[config.mk]
export PLATFORM = sky130hd
export DESIGN_NAME = dvi_scanout_ctrl
export DESIGN_NICKNAME = d
export VERILOG_FILES = /design/src/rtl/dvi_scanout_pkg.sv /design/src/rtl/dvi_scanout_ctrl_fifo.sv /design/src/rtl/dvi_scanout_ctrl.sv
export SDC_FILE = /design/constraint.sdc
export NUM_CORES = 1
export LEC_CHECK = 0
export CAP_MARGIN = 10
export CORE_MARGIN = 10
export CORE_UTILIZATION = 42
export CTS_CLUSTER_DIAMETER = 120
export DETAILED_ROUTE_END_ITERATION = 7
export PLACE_DENSITY = 0.54
export SYNTH_ARGS = -nofsm -noshare
export SYNTH_HDL_FRONTEND = slang
export SYNTH_SLANG_ARGS = --single-unit
[constraint.sdc]
create_clock -name clk -period 10.2 [get_ports clk]
set_clock_uncertainty 0.15 [all_clocks]
set_input_delay 2.55 -clock clk [delete_from_list [all_inputs] [get_ports clk]]
set_output_delay 2.55 -clock clk [all_outputs]
set_load 0.02 [all_outputs]
[src/rtl/dvi_scanout_pkg.sv]
// Shared types and sizing helpers for the DVI scanout controller.
package dvi_scanout_pkg;

  localparam int PIX_W = 24;

  typedef enum logic [1:0] {
    ST_IDLE  = 2'd0,
    ST_ARMED = 2'd1,
    ST_RUN   = 2'd2
  } state_e;

  function automatic int frame_px(input int h, input int v);
    return h * v;
  endfunction

  function automatic int frame_cnt_w(input int h, input int v);
    return $clog2(h * v + 1);
  endfunction

  function automatic int credit_cnt_w(input int depth);
    return $clog2(depth * 2 + 1);
  endfunction

endpackage

[src/rtl/dvi_scanout_ctrl_fifo.sv]
// Show-ahead synchronous FIFO: head word is visible on rdata_o whenever not empty.
module sync_fifo_showahead #(
  parameter int WIDTH = 24,
  parameter int DEPTH = 32
) (
  input  logic                       clk,
  input  logic                       rst,
  input  logic                       flush_i,
  input  logic                       push_i,
  input  logic [WIDTH-1:0]           wdata_i,
  input  logic                       pop_i,
  output logic [WIDTH-1:0]           rdata_o,
  output logic                       full_o,
  output logic                       empty_o,
  output logic [$clog2(DEPTH+1)-1:0] level_o
);

  localparam int AW = $clog2(DEPTH);
  localparam int LW = $clog2(DEPTH + 1);

  logic [WIDTH-1:0] mem_q [DEPTH];
  logic [AW-1:0]    wr_ptr_q, rd_ptr_q;
  logic [LW-1:0]    cnt_q;
  logic             do_push, do_pop;

  assign full_o  = (cnt_q == LW'(DEPTH));
  assign empty_o = (cnt_q == '0);
  assign level_o = cnt_q;
  assign rdata_o = mem_q[rd_ptr_q];

  // A push into a full FIFO is dropped rather than overwriting the head.
  assign do_push = push_i && !full_o;
  assign do_pop  = pop_i && !empty_o;

  always_ff @(posedge clk) begin
    if (rst || flush_i) begin
      wr_ptr_q <= '0;
      rd_ptr_q <= '0;
      cnt_q    <= '0;
    end else begin
      if (do_push) wr_ptr_q <= wr_ptr_q + AW'(1);
      if (do_pop)  rd_ptr_q <= rd_ptr_q + AW'(1);
      cnt_q <= cnt_q + LW'(do_push) - LW'(do_pop);
    end
  end

  always_ff @(posedge clk) begin
    if (do_push && !flush_i) mem_q[wr_ptr_q] <= wdata_i;
  end

endmodule

[src/rtl/dvi_scanout_ctrl.sv]
// Scanout scheduler: burst-fetches a linear framebuffer into a pixel FIFO and
// feeds one pixel per rgb_rdy, resyncing on frame_sync and flagging underflow.
module dvi_scanout_ctrl
  import dvi_scanout_pkg::*;
#(
  parameter int               H_ACTIVE   = 640,
  parameter int               V_ACTIVE   = 480,
  parameter int               ADDR_W     = 20,
  parameter int               BURST_LEN  = 8,
  parameter int               FIFO_DEPTH = 32,
  parameter logic [PIX_W-1:0] BORDER_RGB = 24'h000000
) (
  input  logic              clk,
  input  logic              rst,
  input  logic              en,
  input  logic [ADDR_W-1:0] fb_base,
  input  logic              frame_sync,
  output logic              rd_req_vld,
  input  logic              rd_req_rdy,
  output logic [ADDR_W-1:0] rd_req_addr,
  input  logic              rd_data_vld,
  input  logic [PIX_W-1:0]  rd_data,
  input  logic              rgb_rdy,
  output logic [7:0]        r,
  output logic [7:0]        g,
  output logic [7:0]        b,
  output logic              underflow,
  output logic              frame_err,
  output logic              busy
);

  localparam int FRAME = frame_px(H_ACTIVE, V_ACTIVE);
  localparam int FW    = frame_cnt_w(H_ACTIVE, V_ACTIVE);
  localparam int CW    = credit_cnt_w(FIFO_DEPTH);
  localparam int LW    = $clog2(FIFO_DEPTH + 1);

  state_e            state_q, state_d;
  logic [ADDR_W-1:0] addr_q, addr_d;
  logic [FW-1:0]     fetched_q, fetched_d, consumed_q, consumed_d;
  logic [CW-1:0]     inflight_q, inflight_d, discard_q, discard_d;
  logic              underflow_q, underflow_d, frame_err_q, frame_err_d;

  logic              fifo_flush, fifo_push, fifo_pop;
  logic [PIX_W-1:0]  fifo_head;
  logic              fifo_full, fifo_empty;
  logic [LW-1:0]     fifo_level;

  logic run, resync, req_fire, beat_disc, beat_acc, infl_dec;

  sync_fifo_showahead #(.WIDTH(PIX_W), .DEPTH(FIFO_DEPTH)) u_fifo (
    .clk     (clk),
    .rst     (rst),
    .flush_i (fifo_flush),
    .push_i  (fifo_push),
    .wdata_i (rd_data),
    .pop_i   (fifo_pop),
    .rdata_o (fifo_head),
    .full_o  (fifo_full),
    .empty_o (fifo_empty),
    .level_o (fifo_level)
  );

  assign run       = (state_q == ST_RUN);
  assign resync    = en && frame_sync && (state_q == ST_ARMED || run);
  assign req_fire  = rd_req_vld && rd_req_rdy;
  assign beat_disc = rd_data_vld && (discard_q != '0);
  assign beat_acc  = rd_data_vld && (discard_q == '0);
  assign infl_dec  = beat_acc && (inflight_q != '0);

  // Discard is also held under FIFO_DEPTH before issuing so that back-to-back
  // resyncs can never push the outstanding-beat total past 2*FIFO_DEPTH.
  assign rd_req_vld = run
                   && (32'(fetched_q) < 32'(FRAME))
                   && (32'(discard_q) <= 32'(FIFO_DEPTH))
                   && (32'(fifo_level) + 32'(inflight_q) + 32'(BURST_LEN) <= 32'(FIFO_DEPTH));
  assign rd_req_addr = addr_q;

  assign busy      = run;
  assign underflow = underflow_q;
  assign frame_err = frame_err_q;
  assign {r, g, b} = (run && !fifo_empty) ? fifo_head : BORDER_RGB;

  always_comb begin
    state_d     = state_q;
    addr_d      = addr_q;
    fetched_d   = fetched_q;
    consumed_d  = consumed_q;
    inflight_d  = inflight_q - CW'(infl_dec) + (req_fire ? CW'(BURST_LEN) : '0);
    discard_d   = discard_q - CW'(beat_disc);
    underflow_d = underflow_q;
    frame_err_d = frame_err_q;
    fifo_flush  = !en || resync;
    fifo_push   = beat_acc && run && en && !resync;
    fifo_pop    = 1'b0;

    if (req_fire) begin
      addr_d    = addr_q + ADDR_W'(BURST_LEN);
      fetched_d = fetched_q + FW'(BURST_LEN);
    end

    if (!en) begin
      state_d = ST_IDLE;
    end else begin
      unique case (state_q)
        ST_IDLE: begin
          state_d     = ST_ARMED;
          underflow_d = 1'b0;
          frame_err_d = 1'b0;
        end
        ST_ARMED: if (frame_sync) state_d = ST_RUN;
        ST_RUN: begin
          if (frame_sync) begin
            if (consumed_q != FW'(FRAME)) frame_err_d = 1'b1;
          end else if (rgb_rdy) begin
            consumed_d = consumed_q + FW'(1);
            fifo_pop   = !fifo_empty;
            if (fifo_empty) underflow_d = 1'b1;
            if (consumed_q == FW'(FRAME - 1)) state_d = ST_ARMED;
          end
        end
        default: state_d = ST_IDLE;
      endcase
    end

    // Everything still in flight (including a burst accepted this cycle) is
    // converted into beats to drop before the new frame's data.
    if (resync) begin
      addr_d     = fb_base;
      fetched_d  = '0;
      consumed_d = '0;
      discard_d  = discard_d + inflight_d;
      inflight_d = '0;
    end
  end

  always_ff @(posedge clk) begin
    if (rst) begin
      state_q     <= ST_IDLE;
      addr_q      <= '0;
      fetched_q   <= '0;
      consumed_q  <= '0;
      inflight_q  <= '0;
      discard_q   <= '0;
      underflow_q <= 1'b0;
      frame_err_q <= 1'b0;
    end else begin
      state_q     <= state_d;
      addr_q      <= addr_d;
      fetched_q   <= fetched_d;
      consumed_q  <= consumed_d;
      inflight_q  <= inflight_d;
      discard_q   <= discard_d;
      underflow_q <= underflow_d;
      frame_err_q <= frame_err_d;
    end
  end

endmodule

After elaboration in Yosys (flattened, before gate mapping)
Memories as Yosys holds them, arrays and structs flattened. A register that Yosys moved wholly into a read port is not among the register bits.
Cells that the tools add are included.
- mux-type cells: 25
- reduce and logical (&&, ||, !) cells: 37
- bitwise logic cells: 2
- eq/ne operators: 12
- add/sub/neg operators: 13
- order comparisons: 3
- operator list (operator ; number):
    $mux W20 ; 2
    $mux W24 ; 1
    $add A20 B4 Y20 const B ; 1
    $add A19 B1 Y19 const B ; 1
    $add A19 B4 Y19 const B ; 1
    $eq A19 B19 Y1 const B ; 1
    $lt A19 B19 Y1 const B ; 1
    $ne A19 B19 Y1 const B ; 1
    $logic_and A1 B1 Y1 ; 16
    $reduce_bool A7 Y1 ; 2
    $sub A7 B1 Y7 ; 2
    $reduce_and A4 Y1 ; 3
    $mux W1 ; 11
    $add A5 B1 Y5 const B ; 2
    $mux W5 ; 2
    $add A8 B4 Y9 const B ; 1
    $le A9 B6 Y1 const B ; 1
    $add A6 B7 Y8 ; 1
    $mux W2 ; 4
    $ne A2 B2 Y1 const B ; 4
    $add A7 B4 Y7 ; 1
    $add A7 B7 Y7 ; 1
    $le A7 B6 Y1 const B ; 1
    $logic_not A7 Y1 ; 1
    other kinds (18) ; 30
- bits in registers: 92
- bits in writable memories: 768
- word-level logic and storage cells: 104
- memories: 1
- input bits: 51
- output and inout port bits: 48
- memories (name ; words ; width ; read ports ; clocked after Yosys merged registers in ; write ports ; RTL line ; text):
    u_fifo.mem_q ; 32 ; 24 ; 1 ; 1 ; 1 ; dvi_scanout_ctrl_fifo.sv:21 ; logic [WIDTH-1:0] mem_q [DEPTH];

Logic depth before layout (Yosys ltp)
Gate-level depths: netlist (run 1).
- word-level depth: 9
- mapped depth: 26
- mapped depth without buffers: 23

Modules after synthesis
From an unflattened synthesis (run 1), not the netlist that was laid out.
- cell total of the unflattened synthesis: 2093
- area, all modules: 35069.9 um^2
- by module, submodules not included (module ; cells an instance ; seq. area each (um^2) ; area an instance (um^2) ; times used):
    sync_fifo_showahead ; 1525 ; 23482.5 ; 30489.2 ; 1
    dvi_scanout_ctrl ; 568 ; 1461.4 ; 4580.6 ; 1

Worst setup path after synthesis (run 1)
Ideal clock, no wire load.
- kind: in2reg
- from: input port rd_req_rdy
- to: register discard_q[6]
- stages: 18
- library setup time: 0.131 ns
- slack: 4.399 ns
- data arrival time: 5.520 ns
- data required time: 9.919 ns
- buffers on the path: 3
- cells stage by stage: and3_1 buf_4 inv_2 buf_2 buf_2 ha_1 inv_1 ha_1 a21o_1 a21oi_1 xnor2_1 ha_1 a21boi_0 nand2b_1 o311ai_0 xor2_1 and3_1 nor3_1
- word-level cells in the longest chain between the ends: 5
- RTL lines (what ; RTL line ; text):
    from (decl) ; dvi_scanout_ctrl.sv:19 ; input logic rd_req_rdy,
    $logic_and A1 B1 Y1 ; dvi_scanout_ctrl.sv:65 ; assign req_fire = rd_req_vld && rd_req_rdy;
    $mux W4 ; dvi_scanout_ctrl.sv:88 ; inflight_d = inflight_q - CW'(infl_dec) + (req_fire ? CW'(BURST_LEN) : '0);
    $add A7 B4 Y7 ; dvi_scanout_ctrl.sv:88 ;
    $add A7 B7 Y7 ; dvi_scanout_ctrl.sv:131 ; discard_d = discard_d + inflight_d;
    $mux W7 ; dvi_scanout_ctrl.sv:127 ; if (resync) begin
    to (signal assigned) ; dvi_scanout_ctrl.sv:152 ; discard_q <= discard_d;
    to (decl) ; dvi_scanout_ctrl.sv:40 ; logic [CW-1:0] inflight_q, inflight_d, discard_q, discard_d;
No other way between the ends.
A chain may end at the register's enable or synchronous reset.

==> results.tsv, run 1 <==
metric	value	unit
regArea	0.02496	sq mm
core_area	0.08198	sq mm
ctsLongestPathBuffers	3	
worst-path-max-fanout	35	
min_period	7.141	ns
yosysTopAreaCellShare	66.58	%
drc_errors	0	
avgSynthCellArea	19.15	sq um
ys_async_sr_fraction	0	%
critical-path-max-stage-delay	0.79	ns
p_leak	12.30	nW
ant_nets	0	
nets	2070	
synth_area_leaders	edfxtp_1, mux4_2, dfxtp_1	
n_fill_cell	6729	
ys_seq_elements	862	
p_int	5.906	mW
synth-seq-area-share	72.01	%
worstMarginPinSlew	1.071	ns
synthMuxAreaShare	16.38	%
wl	85.11	mm
cts_tree	built	
drive_gt1_share	22.71	%
rows	105	
grt_pass1_wl	125.0	mm
die_width	307.2	microns
gp_routability_congestion	0.7579	
layout.cells.non_filler	3109	
overflow	0	
synth_xor_area_share	1.467	%
insertion_delay	0.64	ns
post_dp_cell_area	0.03725	sq mm
numCtsBuffers	91	
io_buffers	98	
crit_slowest_cell	dfxtp_4	
synth_cells	1809	
dp_hpwl	48.14	mm
clock-sinks	862	
rsz0062_at_grt	false	
slew_headroom	28.39	%
p_seq_share	50.8	%
drt_first_iter_violations	1579	
yosysTopAreaCell	edfxtp_1	
p_per_area	191.4	mW/mm^2
synth_compound_area_share	1.795	%
dr.pass1.iters	5	
vias	17390	
r2r_slack	4.11	ns
arrival	4.44	ns
slew_viol_final	0	
grt_max_degree	117	
htree_levels	3	
fin_area	0.04010	sq mm
setup_violations	0	
final_common_cell	edfxtp_1	
detail_route.wl_per_cell	27.38	microns
grt_pass1_vias	18000	
max-cap-violations	0	
timing.final.crit_share	70.01	%
mostFrequentLayoutCells	edfxtp_1, mux4_2, nor2_1	
hold_buffers	0	
start_util	42.25	%
ys.flop_type	edfxtp_1	
synth-simple-area-share	4.764	%
syn_nets	1914	
diodes	0	
grtUsageTotal	18.12	%
max-vdd-ir-drop	0.0001281	V
cp-start-kind	register	
setup.worst_path.end_class	output pin	
synthAdderAreaFrac	2.037	%
holdWs	0.3049	ns
die-area	0.09436	sq mm
postCtsSetupBuffers	0	
cts-root-buf	clkbuf_16	
clk_pin_slew	0.06	ns
path_delay_family	multiplexers	
pwr-share-comb	8.0	%
multiInputGateArea	0.009394	sq mm
dp_cells	2942	
synth.cell_area	0.03464	sq mm
synth-edff-count	768	
final.setup.tns	0	ns
sw_frac_of_total	23.03	%
p_sw	1.767	mW
cp_num_buf_inv	2	
via_per_inst	5.594	
yosys_warnings	0	
antenna_found_initial	2	
critical_path.cell_chain	buf_4 > mux4_2 > mux4_2 > mux2i_1 > nor2_1 > clkdlybuf4s50_1	
die_height	307.2	microns
hold_viol_final	0	
crit_required	7.50	ns
cts_resized	0	
synth_top_family_by_area	multiplexers	
status	complete, no violations	
ys_types	61	
crit_type	reg -> out	
crit_top_cell	mux4_2	
pin_count	99	
fmax	0.1400	GHz
p_clk_share	41.3	%
hold_class	reg -> reg	
area_growth	15.76	%
state kept, by name (all words and copies together) (netlist names), named ones only:
register / flops
u_fifo.mem_q: 768
discard_q: 7
frame_err: 1
fetched_q: 16
underflow: 1
rd_req_addr: 20
consumed_q: 19
inflight_q: 7
u_fifo.level_o: 6
u_fifo.rd_ptr_q: 5
state_q: 2
u_fifo.wr_ptr_q: 5
power by group through the flow:
stage	logic [mW]	registers (mW)	clock network, mW
5_1_grt	0.699	3.90	3.39
4_1_cts	0.616	3.90	3.24
3_5_place_dp	0.611	3.97	0
2_1_floorplan	0.437	3.96	0
6_report	0.613	3.89	3.17
3_3_place_gp	0.604	3.97	0
synth_stat cells, types with 5 or more instances:
master    number
edfxtp_1     768
mux4_2       240
nor2_1       131
dfxtp_1       94
clkbuf_1      57
nand2_1       57
ha_1          50
inv_1         49
xor2_1        36
a21oi_1       34
nand3_1       32
mux2i_1       27
xnor2_1       22
nor3_1        19
o21ai_0       18
and3_1        15
buf_2         15
nand4_1       15
a211oi_1      11
or3_1         10
and2_1         9
a21o_1         8
buf_1          8
or4_1          7
nand2b_1       6
nand3b_1       5
o211ai_1       5
routing by layer:
metal,GRT usage [%],share of wire [%]
met1,24.57,43
met3,3.683,5.6
met2,30.13,49
met4,3.665,1.8
met5,0,0.025
worst paths after layout:
check | from | end | depth (start not counted)
max | register | r[0] | 6
min | rd_req_addr[0]$_SDFFE_PP0P_ | rd_req_addr[0]$_SDFFE_PP0P_ | 2
max reg2reg | u_fifo.level_o[1]$_SDFF_PP0_ | discard_q[6]$_SDFF_PP0_ | 23
min reg2reg | rd_req_addr[0]$_SDFFE_PP0P_ | rd_req_addr[0]$_SDFFE_PP0P_ | 2
metrics by stage:
stage	util (%)	power, mW	setup slack [ns]
after CTS	48.91	7.747	2.866
after global routing	48.91	7.985	2.744
after detailed placement	45.43	4.581	3.316
final	48.91	7.673	3.059
after global placement	45.43	4.573	3.410
after floorplan	-	4.401	4.399
final cells by class:
class / instances / share of cell area [%]
Clock buffer: 113 / 5.991
Tap cell: 1070 / 3.339
Inverter: 50 / 0.4680
Timing Repair Buffer: 146 / 3.407
Sequential cell: 862 / 62.25
Multi-Input combinational cell: 814 / 23.43
Clock inverter: 54 / 1.120
tightest hold or removal path, stage by stage, from the launching register on:
cell and delay, ns:
dfxtp_1 0.31, nand2_1 0.05, a21oi_1 0.05
logic make-up (layout without fill, tap and decap cells):
logic type / Yosys count / in the layout
flip-flops: 862 / 862
AND/OR/NAND/NOR: 335 / 335
multiplexers: 267 / 267
buffers and inverters: 133 / 363
AO/OA/AOI/OAI: 100 / 100
XOR/XNOR: 58 / 58
adder cells (fa/ha/maj): 54 / 54
Power figures use the tool's default switching activity.
==> run 2, diff against run 1 <==
--- a/config.mk
+++ b/config.mk
@@ -10,7 +10,7 @@
 export CORE_UTILIZATION = 42
 export CTS_CLUSTER_DIAMETER = 120
 export DETAILED_ROUTE_END_ITERATION = 7
-export PLACE_DENSITY = 0.54
+export PLACE_DENSITY = 0.56
 export SYNTH_ARGS = -nofsm -noshare
 export SYNTH_HDL_FRONTEND = slang
 export SYNTH_SLANG_ARGS = --single-unit
==> constraint.sdc (replaced) <==
create_clock -name clk -period 5.9 [get_ports clk]
set_clock_uncertainty 0.15 [all_clocks]
set_input_delay 1.475 -clock clk [delete_from_list [all_inputs] [get_ports clk]]
set_output_delay 1.475 -clock clk [all_outputs]
set_load 0.02 [all_outputs]
==> results.tsv, run 2 (same netlist as run 1, synthesis figures left out) <==
metric	value	unit	change
clock-sinks	862		unchanged
numCtsBuffers	90		-1.1%
htree_levels	3		unchanged
start_util	42.25	%	unchanged
post_dp_cell_area	0.03752	sq mm	+0.73%
dr.pass1.iters	5		unchanged
detail_route.wl_per_cell	26.92	microns	-1.6%
core_area	0.08198	sq mm	unchanged
crit_required	4.28	ns	-3.22 ns
critical-path-max-stage-delay	0.63	ns	-0.16 ns
max-cap-violations	0		unchanged
setup_violations	0		unchanged
drt_first_iter_violations	1521		-3.7%
sw_frac_of_total	22.30	%	-0.73 points
crit_top_cell	mux4_2		
regMostFlops	u_fifo.mem_q		
layout.cells.non_filler	3131		+0.71%
grt_pass1_wl	124.1	mm	-0.71%
hold_class	reg -> reg		
slew_viol_final	0		unchanged
overflow	0		unchanged
drive_gt1_share	24.02	%	+1.3 points
postCtsSetupBuffers	0		unchanged
wl	84.30	mm	-0.95%
p_seq_share	49.6	%	-1.2 points
critical_path.cell_chain	buf_12 > buf_4 > mux4_2 > mux4_2 > mux2i_1 > nor2_1 > clkdlybuf4s50_1		
drc_errors	0		unchanged
grt_pass1_vias	18280		+1.6%
nets	2092		+1.1%
final_common_cell	edfxtp_1		
vias	17780		+2.2%
fmax	0.1812	GHz	
pin_count	99		unchanged
timing.final.crit_share	93.56	%	
antenna_found_initial	2		unchanged
diodes	0		unchanged
p_int	10.55	mW	+79%
worst-path-max-fanout	32		-8.6%
status	complete, no violations		
area_growth	17.21	%	
crit_type	reg -> out		
dp_cells	2963		+0.71%
cts_tree	built		
dp_hpwl	49.45	mm	+2.7%
cts-root-buf	clkbuf_16		
fin_area	0.04060	sq mm	+1.3%
final_util	49.53	%	+0.61 points
ant_nets	0		unchanged
pwr-share-comb	7.9	%	about the same
rsz0062_at_grt	false		
die-area	0.09436	sq mm	unchanged
rr_startpoint	u_fifo.level_o[1]$_SDFF_PP0_		
hold_buffers	0		unchanged
r2r_slack	0.54	ns	-3.57 ns
largest_reg_flops	768		unchanged
setup.worst_path.end_class	output pin		
hold_viol_final	0		unchanged
hold_path_startpoint	rd_req_addr[2]$_SDFFE_PP0P_		
p_per_area	334.5	mW/mm^2	+75%
io_buffers	98		unchanged
max-vdd-ir-drop	0.0002413	V	+88%
clk_pin_slew	0.05	ns	about the same
p_sw	3.028	mW	+71%
grtUsageTotal	17.87	%	-0.24 points
rows	105		unchanged
ctsLongestPathBuffers	3		unchanged
cts_resized	0		unchanged
via_per_inst	5.679		+1.5%
p_leak	12.56	nW	+2.1%
grt_max_degree	52		-56%
slew_headroom	18.91	%	-9.5 points
insertion_delay	0.64	ns	about the same
cp-start-kind	register		
die_width	307.2	microns	unchanged
gp_routability_congestion	0.7769		+2.5%
p_clk_share	42.5	%	+1.2 points
mostFrequentLayoutCells	edfxtp_1, mux4_2, nor2_1		
arrival	3.90	ns	-0.54 ns
worstMarginPinSlew	1.212	ns	+0.1417 ns
crit_slowest_cell	clkdlybuf4s50_1		
min_period	5.520	ns	
die_height	307.2	microns	unchanged
final.setup.tns	0	ns	unchanged
holdWs	0.3048	ns	-0.00002700 ns
## run 2: changes by cell type in the layout (fill, tap and decap cells not counted), sizes merged
cell    previous run  this run
inv               52        53
clkbuf           113       109
bufinv             4        11
clkinv            44        39
buf               48        71
## run 2: worst max-delay path, delay by kind of cell (launching register included)
| kind | cells | cell delay (ns) |
|---|---|---|
| buffers and inverters | 3 | 1.26 |
| multiplexers | 3 | 1.22 |
| flip-flops | 1 | 0.62 |
| AND/OR/NAND/NOR | 1 | 0.13 |
## run 2: layer usage
metal / routed length (microns) / up-vias / GRT usage (%)
met3: 5245 / 120 / 3.745
met1: 35450 / 9469 / 24.04
met5: 9 / - / 0
met4: 1950 / 2 / 4.618
li1: - / 7669 / -
met2: 41650 / 520 / 29.40
## run 2: final timing paths
kind                                                     to  cells past startpoint
worst min-delay path            rd_req_addr[2]$_SDFFE_PP0P_                      2
worst min register to register  rd_req_addr[2]$_SDFFE_PP0P_                      2
worst max register to register      discard_q[6]$_SDFF_PP0_                     23
worst max-delay path                                   b[5]                      7
## run 2: through the flow
stage,power (mW),worst slack [ns]
floorplan,7.608,0.5207
global placement,7.902,0.5935
detailed placement,7.923,0.4751
CTS,13.72,0.2302
global route,14.08,0.04696
finish,13.58,0.3798
## run 2: power by group through the flow
stage	combinational, mW	clock (mW)	sequential, mW
2_1_floorplan	0.756	0	6.85
3_3_place_gp	1.04	0	6.86
3_5_place_dp	1.06	0	6.86
4_1_cts	1.07	5.91	6.73
5_1_grt	1.22	6.13	6.73
6_report	1.07	5.78	6.73
## run 2: final cells by class
class                   instances  area (sq um)
inverters                      50         187.7
repair buffers                169          1692
flip-flops and latches        862         24960
multi-input cells             814          9394
clock buffers                 109          2427
fillers                      6684         41380
well taps                    1070          1339
clock inverters                57         600.6
==> run 3, diff against run 2 <==
--- a/config.mk
+++ b/config.mk
@@ -6,7 +6,7 @@
 export NUM_CORES = 1
 export LEC_CHECK = 0
 export CAP_MARGIN = 10
-export CORE_MARGIN = 10
+export CORE_MARGIN = 8
 export CORE_UTILIZATION = 42
 export CTS_CLUSTER_DIAMETER = 120
 export DETAILED_ROUTE_END_ITERATION = 7
==> results.tsv, run 3 (same netlist as run 1, synthesis figures left out) <==
metric	value	unit	change
status	complete, no violations		
grt.busiest_layer	met2		
grt_pass1_wl	124.5	mm	+0.32%
fmax	0.1794	GHz	-0.96%
holdWs	0.3052	ns	+0.0003370 ns
finalPower	13.39	mW	-1.4%
crit_required	4.28	ns	about the same
arrival	3.95	ns	+0.05 ns
final.setup.tns	0	ns	unchanged
mostFrequentLayoutCells	edfxtp_1, mux4_2, nor2_1		
cts_tree	built		
cts_resized	0		unchanged
rsz0062_at_grt	false		
timing.final.ws_setup	0.3265	ns	-0.05325 ns
slew_viol_final	0		unchanged
crit_slowest_cell	dfxtp_4		
via_per_inst	5.624		-0.96%
die_width	303.2	microns	-1.3%
setup_violations	0		unchanged
cp-start-kind	register		
crit_type	reg -> out		
postCtsSetupBuffers	0		unchanged
dp_hpwl	50.68	mm	+2.5%
use_met2	30.66	%	+1.3 points
grt_pass1_vias	18370		+0.51%
die-area	0.09192	sq mm	-2.6%
io_buffers	98		unchanged
hold_class	reg -> reg		
nets	2098		+0.29%
detail_route.wl_per_cell	27.15	microns	+0.85%
crit_top_cell	mux4_2		
critical_path.cell_chain	buf_12 > mux4_2 > mux4_2 > mux2i_1 > nor2_1 > clkdlybuf4s50_1		
drc_errors	0		unchanged
dp_cells	2969		+0.20%
start_util	42.32	%	+0.068 points
setup.worst_path.end_class	output pin		
min_period	5.573	ns	+0.05324 ns
hold_viol_final	0		unchanged
drt_first_iter_violations	1409		-7.4%
slew_headroom	24.62	%	+5.7 points
dr.pass1.iters	5		unchanged
ctsLongestPathBuffers	3		unchanged
worstMarginPinSlew	1.127	ns	-0.08531 ns
p_per_area	329.6	mW/mm^2	-1.5%
pin_count	99		unchanged
area_growth	17.28	%	about the same
cts-root-buf	clkbuf_16		
critical-path-max-stage-delay	0.66	ns	+0.03 ns
met1_usage	25.62	%	+1.6 points
max-cap-violations	0		unchanged
clk_pin_slew	0.06	ns	about the same
die_height	303.2	microns	-1.3%
wl	85.12	mm	+0.98%
htree_levels	3		unchanged
rows	105		unchanged
gp_routability_congestion	0.7893		+1.6%
regMostFlops	u_fifo.mem_q		
place_ws	0.5023	ns	+0.02728 ns
final_common_cell	edfxtp_1		
largest_reg_flops	768		unchanged
worst-path-max-fanout	25		-22%
drive_gt1_share	23.63	%	-0.39 points
insertion_delay	0.64	ns	about the same
timing.final.crit_share	94.47	%	+0.90 points
grt_max_degree	70		+35%
use_met3	3.712	%	-0.034 points
hold_buffers	0		unchanged
grtUsageTotal	18.61	%	+0.74 points
clock-sinks	862		unchanged
overflow	0		unchanged
vias	17630		-0.83%
max-vdd-ir-drop	0.0002518	V	+4.4%
numCtsBuffers	92		+2.2%
p_leak	12.53	nW	-0.21%
core_area	0.08185	sq mm	-0.16%
diodes	0		unchanged
antenna_found_initial	0		-2
layout.cells.non_filler	3135		+0.13%
ant_nets	0		unchanged
==> run 3: cell types whose count changed in the layout (fill, tap and decap cells not counted), sizes merged <==
cell	change
inv	+1
buf	+4
bufinv	-4
clkinv	+5
clkinvlp	-2
==> run 3: worst max-delay path: cells and delay by family (launching register included) <==
family	cells	cell delay (ns)
muxes	3	1.55
buffers and inverters	2	0.89
DFF	1	0.66
and+or+nand+nor	1	0.20
==> run 3: power by group <==
part | switching (mW) | internal (mW)
clock network | 2.37 | 3.22
registers | 0.0444 | 6.69
logic | 0.622 | 0.448
==> run 3: worst paths after layout <==
check	slack (ns)	cells past startpoint	startpoint	endpoint
worst max-delay path	0.33	6	register	g[5]
worst min-delay path	0.31	2	rd_req_addr[2]$_SDFFE_PP0P_	rd_req_addr[2]$_SDFFE_PP0P_
worst max register to register	0.51	24	u_fifo.level_o[1]$_SDFF_PP0_	discard_q[6]$_SDFF_PP0_
worst min register to register	0.31	2	rd_req_addr[2]$_SDFFE_PP0P_	rd_req_addr[2]$_SDFFE_PP0P_
==> run 3: metal layers <==
metal / up-vias / wire length (microns) / part of all wire (%)
met5: - / 0 / 0
li1: 7671 / - / -
met2: 496 / 41570 / 49
met3: 111 / 4889 / 5.7
met1: 9354 / 37060 / 44
met4: 0 / 1609 / 1.9
==> run 3: layout make-up <==
type	instances	area, sq um
fill	6627	41220
sequential	862	24960
multi-input combinational	814	9394
clock buffer	109	2397
timing repair buffer	173	1819
tap	1070	1339
clock inverter	57	528.0
inverter	50	187.7
==> run 3: per-stage QoR <==
stage          cell area (sq um)  utilization [%]
5_1_grt                    40620            49.63
4_1_cts                    40620            49.63
3_3_place_gp               37700            46.06
2_1_floorplan              34640                -
6_report                   40620            49.63
3_5_place_dp               37700            46.06
